## src/rtl/adder_pkg.sv

```systemverilog
// adder_pkg: shared definitions for the adder library.
//   state_t     - serial_adder sequencer states
//   ADDER_WIDTH - default operand width
package adder_pkg;

  localparam int ADDER_WIDTH = 8;

  typedef enum logic [1:0] {
    ST_IDLE = 2'd0,
    ST_RUN  = 2'd1,
    ST_DONE = 2'd2
  } state_t;

endpackage

```

## src/rtl/full_adder.sv

```systemverilog
// full_adder: combinational one-bit full adder built from two half adders.
//   i_a, i_b : operand bits
//   i_cin    : carry in
//   o_sum    : sum bit
//   o_cout   : carry out
module full_adder (
  input  logic i_a,
  input  logic i_b,
  input  logic i_cin,
  output logic o_sum,
  output logic o_cout
);

  logic w_s0;
  logic w_c0;
  logic w_c1;

  half_adder u_ha0 (.i_a(i_a),  .i_b(i_b),   .o_sum(w_s0),  .o_carry(w_c0));
  half_adder u_ha1 (.i_a(w_s0), .i_b(i_cin), .o_sum(o_sum), .o_carry(w_c1));

  // The two half-adder carries can never both be 1, so OR suffices.
  assign o_cout = w_c0 | w_c1;

endmodule

```

## src/rtl/half_adder.sv

```systemverilog
// half_adder: combinational one-bit half adder.
//   i_a, i_b : operand bits
//   o_sum    : i_a ^ i_b
//   o_carry  : i_a & i_b
module half_adder (
  input  logic i_a,
  input  logic i_b,
  output logic o_sum,
  output logic o_carry
);

  assign o_sum   = i_a ^ i_b;
  assign o_carry = i_a & i_b;

endmodule

```

## src/rtl/serial_adder.sv

```systemverilog
// serial_adder: bit-serial unsigned adder, LSB first, one bit per clock.
//   wire_clk   : clock (rising edge)
//   wire_rst   : synchronous active-high reset
//   wire_start : begin an addition (accepted only in IDLE)
//   wire_a/b   : operands, sampled on the accepting edge
//   wire_busy  : high in RUN and DONE
//   wire_done  : one-cycle pulse, result valid
//   wire_sum   : A+B mod 2^WIDTH, updated only on DONE entry
//   wire_carry : carry out of bit WIDTH-1, updated only on DONE entry
module serial_adder
  import adder_pkg::*;
#(
  parameter int WIDTH = ADDER_WIDTH
) (
  input  logic             wire_clk,
  input  logic             wire_rst,
  input  logic             wire_start,
  input  logic [WIDTH-1:0] wire_a,
  input  logic [WIDTH-1:0] wire_b,
  output logic             wire_busy,
  output logic             wire_done,
  output logic [WIDTH-1:0] wire_sum,
  output logic             wire_carry
);

  localparam int            CW   = $clog2(WIDTH);
  localparam logic [CW-1:0] LAST = CW'(WIDTH - 1);

  state_t           r_state;
  logic [WIDTH-1:0] r_sa;
  logic [WIDTH-1:0] r_sb;
  logic [WIDTH-1:0] r_sr;
  logic             r_c;
  logic [CW-1:0]    r_cnt;
  logic             r_busy;
  logic             r_done;
  logic [WIDTH-1:0] r_sum;
  logic             r_carry;

  logic             w_s;
  logic             w_co;
  logic [WIDTH-1:0] w_sr_next;

  full_adder u_fa (
    .i_a   (r_sa[0]),
    .i_b   (r_sb[0]),
    .i_cin (r_c),
    .o_sum (w_s),
    .o_cout(w_co)
  );

  // Result fills from the top; after WIDTH shifts bit 0 holds the LSB.
  assign w_sr_next = {w_s, r_sr[WIDTH-1:1]};

  always_ff @(posedge wire_clk) begin
    if (wire_rst) begin
      r_state <= ST_IDLE;
      r_sa    <= '0;
      r_sb    <= '0;
      r_sr    <= '0;
      r_c     <= 1'b0;
      r_cnt   <= '0;
      r_busy  <= 1'b0;
      r_done  <= 1'b0;
      r_sum   <= '0;
      r_carry <= 1'b0;
    end else begin
      case (r_state)
        ST_IDLE: begin
          if (wire_start) begin
            r_sa    <= wire_a;
            r_sb    <= wire_b;
            r_c     <= 1'b0;
            r_cnt   <= '0;
            r_busy  <= 1'b1;
            r_state <= ST_RUN;
          end
        end
        ST_RUN: begin
          r_sr <= w_sr_next;
          r_sa <= r_sa >> 1;
          r_sb <= r_sb >> 1;
          r_c  <= w_co;
          if (r_cnt == LAST) begin
            // Final bit: publish the completed word, counter stays put.
            r_sum   <= w_sr_next;
            r_carry <= w_co;
            r_done  <= 1'b1;
            r_state <= ST_DONE;
          end else begin
            r_cnt <= r_cnt + CW'(1);
          end
        end
        ST_DONE: begin
          r_done  <= 1'b0;
          r_busy  <= 1'b0;
          r_state <= ST_IDLE;
        end
        default: begin
          r_done  <= 1'b0;
          r_busy  <= 1'b0;
          r_state <= ST_IDLE;
        end
      endcase
    end
  end

  assign wire_busy  = r_busy;
  assign wire_done  = r_done;
  assign wire_sum   = r_sum;
  assign wire_carry = r_carry;

endmodule

```

## config.mk

```make
export PLATFORM = sky130hd
export DESIGN_NAME = serial_adder
export DESIGN_NICKNAME = d
export VERILOG_FILES = /design/src/rtl/adder_pkg.sv /design/src/rtl/full_adder.sv /design/src/rtl/half_adder.sv /design/src/rtl/serial_adder.sv
export SDC_FILE = /design/constraint.sdc
export NUM_CORES = 1
export LEC_CHECK = 0
export CORE_ASPECT_RATIO = 2
export CORE_UTILIZATION = 50
export CTS_CLUSTER_DIAMETER = 50
export DETAILED_ROUTE_END_ITERATION = 7
export GPL_TIMING_DRIVEN = 0
export PLACE_DENSITY = 0.83
export SYNTH_ARGS = -nofsm -noshare
export SYNTH_HDL_FRONTEND = slang
export SYNTH_SLANG_ARGS = --single-unit
```

## constraint.sdc

```tcl
create_clock -name wire_clk -period 2 [get_ports wire_clk]
set_input_delay 0.3 -clock wire_clk [delete_from_list [all_inputs] [get_ports wire_clk]]
set_output_delay 0.3 -clock wire_clk [all_outputs]
set_load 0.02 [all_outputs]
```

# Yosys cells after proc, flatten, opt, wreduce, memory -nomap -nowiden
# Index checks and enable logic that the tools add are counted.
# totals
ff_bits	41
word_cells	47
# classes
eq_ne	5
bitwise	7
muxes	16
n_reduce_logical	8
n_addsub	1
# op_table
operator	n
$pmux 8 s2	2
$mux 8	2
$reduce_and 2->1	5
$mux 3	2
$ne 2x2->1 const B	3
$pmux 1 s2	3
$pmux 3 s2	1
$mux 2	2
$pmux 2 s2	1
$add 3x1->3 const B	1
$eq 3x3->1 const B	1
$mux 1	3
$reduce_and 3->1	1
$and 1x1->1	2
$eq 2x1->1 const B	1
$logic_not 2->1	1
$not 1->1	2
$reduce_bool 2->1	1
$xor 1x1->1	2
$or 1x1->1	1

# Longest topological paths before layout
# depth
word_depth	4
mapped_depth	6
mapped_depth_nobuf	5

# Hierarchy
# Synthesis repeated with hierarchy kept, for this count alone.
# unflattened
hier_cells	184
hier_area_um2	1710.4
# by_module_without_submodules
mod	seq_area_each_um2	area_per_inst_um2	n_inst	cells_each
serial_adder	800.8	1679.1	1	181
half_adder	0.0	12.5	2	1
full_adder	0.0	6.3	1	1

# Worst setup path before layout
# No wires, ideal clock.
# synth_path
kind	reg-to-reg
start	register r_cnt[0]
end	register r_carry, in the netlist wire_carry
path_slack_ns	0.672
required_time_ns	1.933
period_less_slack_ns	1.328
arrival_time_ns	1.261
path_stages_with_launch	7
path_cell_list	dfxtp_1 > ha_1 > ha_1 > buf_2 > nand3b_1 > nand2_1 > a21oi_2
# synth_between
elab_chain_cells	2
# synth_rtl
element	line	source
start: declaration	serial_adder.sv:34	logic [CW-1:0] r_cnt;
start signal: assignment	serial_adder.sv:91	r_cnt <= r_cnt + CW'(1);
$eq 3x3->1	serial_adder.sv:84	if (r_cnt == LAST) begin
$reduce_and 2->1 (no source line)	--	
end signal: assignment	serial_adder.sv:87	r_carry <= w_co;
end: declaration	serial_adder.sv:38	logic r_carry;
# Every way passes these cells.
# A chain may end at the register's enable or synchronous reset.

# Worst setup path in the final report
# Ends and elaborated chain as after synthesis.

==> results.py <==
metrics = {
    "timing": {
        "finalHoldViolCount": 0,
        "slew_headroom": 0.613,
        "layout_min_cycle_time_ps": 1590,
        "setup_viol": 0,
        "fin_tns_setup_ps": 0,
        "fmax_mhz": 631,
        "rsz0062_at_grt": "false",
        "skew_ps": 9.88,
        "tightest_slew_ps": 581,
        "drv_slew": 0,
        "finalCritPeriodShare": 0.793,
    },
    "clocking": {
        "cts_buffer_depth": 2,
        "cts.sinks": 40,
        "clk-insertion-delay-late_ps": 300,
        "htreeDepth": 2,
        "path_clk_slew_ps": 80,
        "post_cts_resized": 0,
        "numCtsBuffers": 5,
        "postCtsSetupBuffers": 0,
        "ctsHoldBuffers": 0,
        "clockRootBuffer": "clkbuf_8",
        "cts_tree": "yes",
    },
    "die": {
        "rows": 29,
        "dieHeight_um": 85.0,
        "dieArea_um2": 3700,
        "die_w_um": 43.5,
        "start_util": 0.534,
        "coreArea_um2": 3230,
        "boundaryPins": 30,
    },
    "synthesis": {
        "ys_seq_area_frac": 0.465,
        "syn_inst": 182,
        "syn_avg_cell_area_um2": 9.47,
        "ys_seq_elements": 40,
        "synth_area_um2": 1720,
        "ys_types": 30,
        "syn_nets": 204,
        "yosys_warnings": 0,
    },
    "critical_path": {
        "critical_path_buf_inv_count": 1,
        "rrSetupSlack_ps": 410,
        "cp-end-kind": "flip-flop",
        "slowest_stage": "dfxtp_1",
        "critPathArrivalTime_ps": 1760,
        "cp_common_cell": "ha_1",
        "critPathKind": "reg2reg",
        "r2r-start": "r_cnt[0]",
        "setup.worst_path.start": "r_cnt[0]",
        "required_ps": 2170,
        "crit_family": "simple AND/OR/NAND/NOR gates",
        "crit_chain": "ha_1 > ha_1 > buf_2 > nand3b_1 > nand2_1 > a21oi_2",
        "worstPathMaxFanout": 10,
        "start_kind": "flip-flop",
        "slowest_delay_ps": 390,
    },
    "drt": {
        "via_per_inst": 5.61,
        "vias": 1398,
        "dr.pass1.iters": 6,
        "drt_iter0_markers": 20,
        "drcViolationCount": 4,
        "post_drt_wl_per_cell_um": 13.7,
        "ant_nets": 0,
        "drt-total-wl_um": 3410,
    },
    "placement": {
        "port_buffers": 28,
        "place.gp.congestion": 0.775,
    },
    "run_status": {
        "violations": "design-rule violations",
        "status": "finished with violations",
    },
    "global_routing": {
        "grt_pass1_vias": 1470,
        "grt_usage": 0.214,
        "grt_overflow": 0,
        "grt_pass1_wl_um": 5950,
        "grt_antenna_before_repair": 0,
        "grt_max_degree": 13,
    },
    "pwr": {
        "p_seq_frac": 0.476,
        "vdd_drop_max_mv": 0.748,
        "pwr_density_cell_nw_per_um2": 828,
        "p_sw_mw": 0.408,
        "intPower_mw": 1.39,
        "p_sw_frac": 0.227,
        "clkPwrFrac": 0.399,
        "p_leak_nw": 0.794,
        "p_comb_frac": 0.125,
    },
    "final_layout": {
        "antenna_cells": 0,
        "finalNetCount": 239,
        "layout-drive-gt1-share": 0.138,
        "fillers": 271,
        "multi_input_area_um2": 796,
        "final_cell_mix": "dfxtp_1, clkdlybuf4s50_1, nand2_1",
        "regArea_um2": 801,
        "layout-area-overhead-vs-synth_pct": 25.9,
        "layout.cells.most_common": "dfxtp_1",
        "fin_util": 0.671,
    },
    "hold_path": {
        "hold_start": "wire_rst",
        "min_path_type": "in2reg",
    },
    "flow_run": {
        "drv_cap": 0,
    },
}
==> cells by family after synthesis <==
logic type                 Yosys count  synth area share
adders and majority gates            3            0.0261
AOI/OAI and AO/OA                   42             0.175
DFF                                 40             0.465
and+or+nand+nor                     67             0.179
muxes                               14            0.0813
buffers and inverters               16            0.0733
==> flip-flops by register name, indices dropped and copies added (netlist names) <==
register / count
r_sa: 8
r_sb: 8
wire_sum: 8
r_sr: 7
r_cnt: 3
r_state: 2
r_c: 1
wire_busy: 1
wire_carry: 1
wire_done: 1
==> power by group through the flow <==
stage | clock network [mW] | logic [mW] | registers, mW
3_3_place_gp | 0 | 0.221 | 0.872
3_5_place_dp | 0 | 0.225 | 0.874
4_1_cts | 0.736 | 0.227 | 0.855
2_1_floorplan | 0 | 0.156 | 0.870
5_1_grt | 0.759 | 0.246 | 0.860
6_report | 0.716 | 0.225 | 0.855
==> Yosys cell counts <==
library cell	count	area (µm²)
dfxtp_1	40	801
nand2_1	26	97.6
nor2_1	19	71.3
a21oi_1	18	90.1
mux2i_1	14	140
nand3_1	11	55.1
a211oi_1	8	60.1
a211oi_2	6	75.1
buf_6	6	67.6
a22oi_1	3	22.5
a31oi_1	3	18.8
clkbuf_1	3	11.3
nor3_1	3	15.0
a21oi_2	2	17.5
buf_2	2	10.0
buf_4	2	15.0
ha_1	2	25.0
nand3_2	2	20.0
buf_1	1	3.75
buf_8	1	15.0
fa_1	1	20.0
inv_1	1	3.75
nand2b_1	1	6.26
nand3b_1	1	7.51
nor2b_1	1	6.26
nor2b_4	1	13.8
nor3b_1	1	7.51
nor4b_1	1	8.76
o21ba_1	1	10.0
o21bai_1	1	7.51
==> layout make-up <==
type / instances / share of cell area
Inverter: 1 / 0.00173
Timing Repair Buffer: 28 / 0.129
Clock inverter: 1 / 0.0138
Tap cell: 31 / 0.0179
Sequential cell: 40 / 0.369
Multi-Input combinational cell: 126 / 0.367
Buffer: 15 / 0.0565
Clock buffer: 7 / 0.0444
==> per-stage QoR <==
| step | cells | area [µm²] | worst slack, ps | hold slack (ps) | power [mW] |
|---|---|---|---|---|---|
| after floorplan | 182 | 1720 | 672 | 437 | 1.03 |
| after global placement | 241 | 2040 | 364 | 440 | 1.09 |
| after detailed placement | 241 | 2040 | 342 | 445 | 1.10 |
| after CTS | 249 | 2170 | 353 | 404 | 1.82 |
| after global routing | 249 | 2170 | 207 | 436 | 1.87 |
| final | 249 | 2170 | 414 | 411 | 1.80 |
==> path summary, 6_finish.rpt <==
kind	cells after the start	endpoint
worst max register to register	6	wire_carry
worst min register to register	2	wire_sum[4]
worst max-delay path	6	wire_carry
worst min-delay path	2	r_c
==> routing by layer <==
| layer | GRT usage | wire, µm |
|---|---|---|
| met5 | 0 | 0 |
| met2 | 0.393 | 2000 |
| met1 | 0.204 | 1240 |
| met3 | 0.0468 | 93 |
| met4 | 0.131 | 87 |
Power figures use the tool's default switching activity.
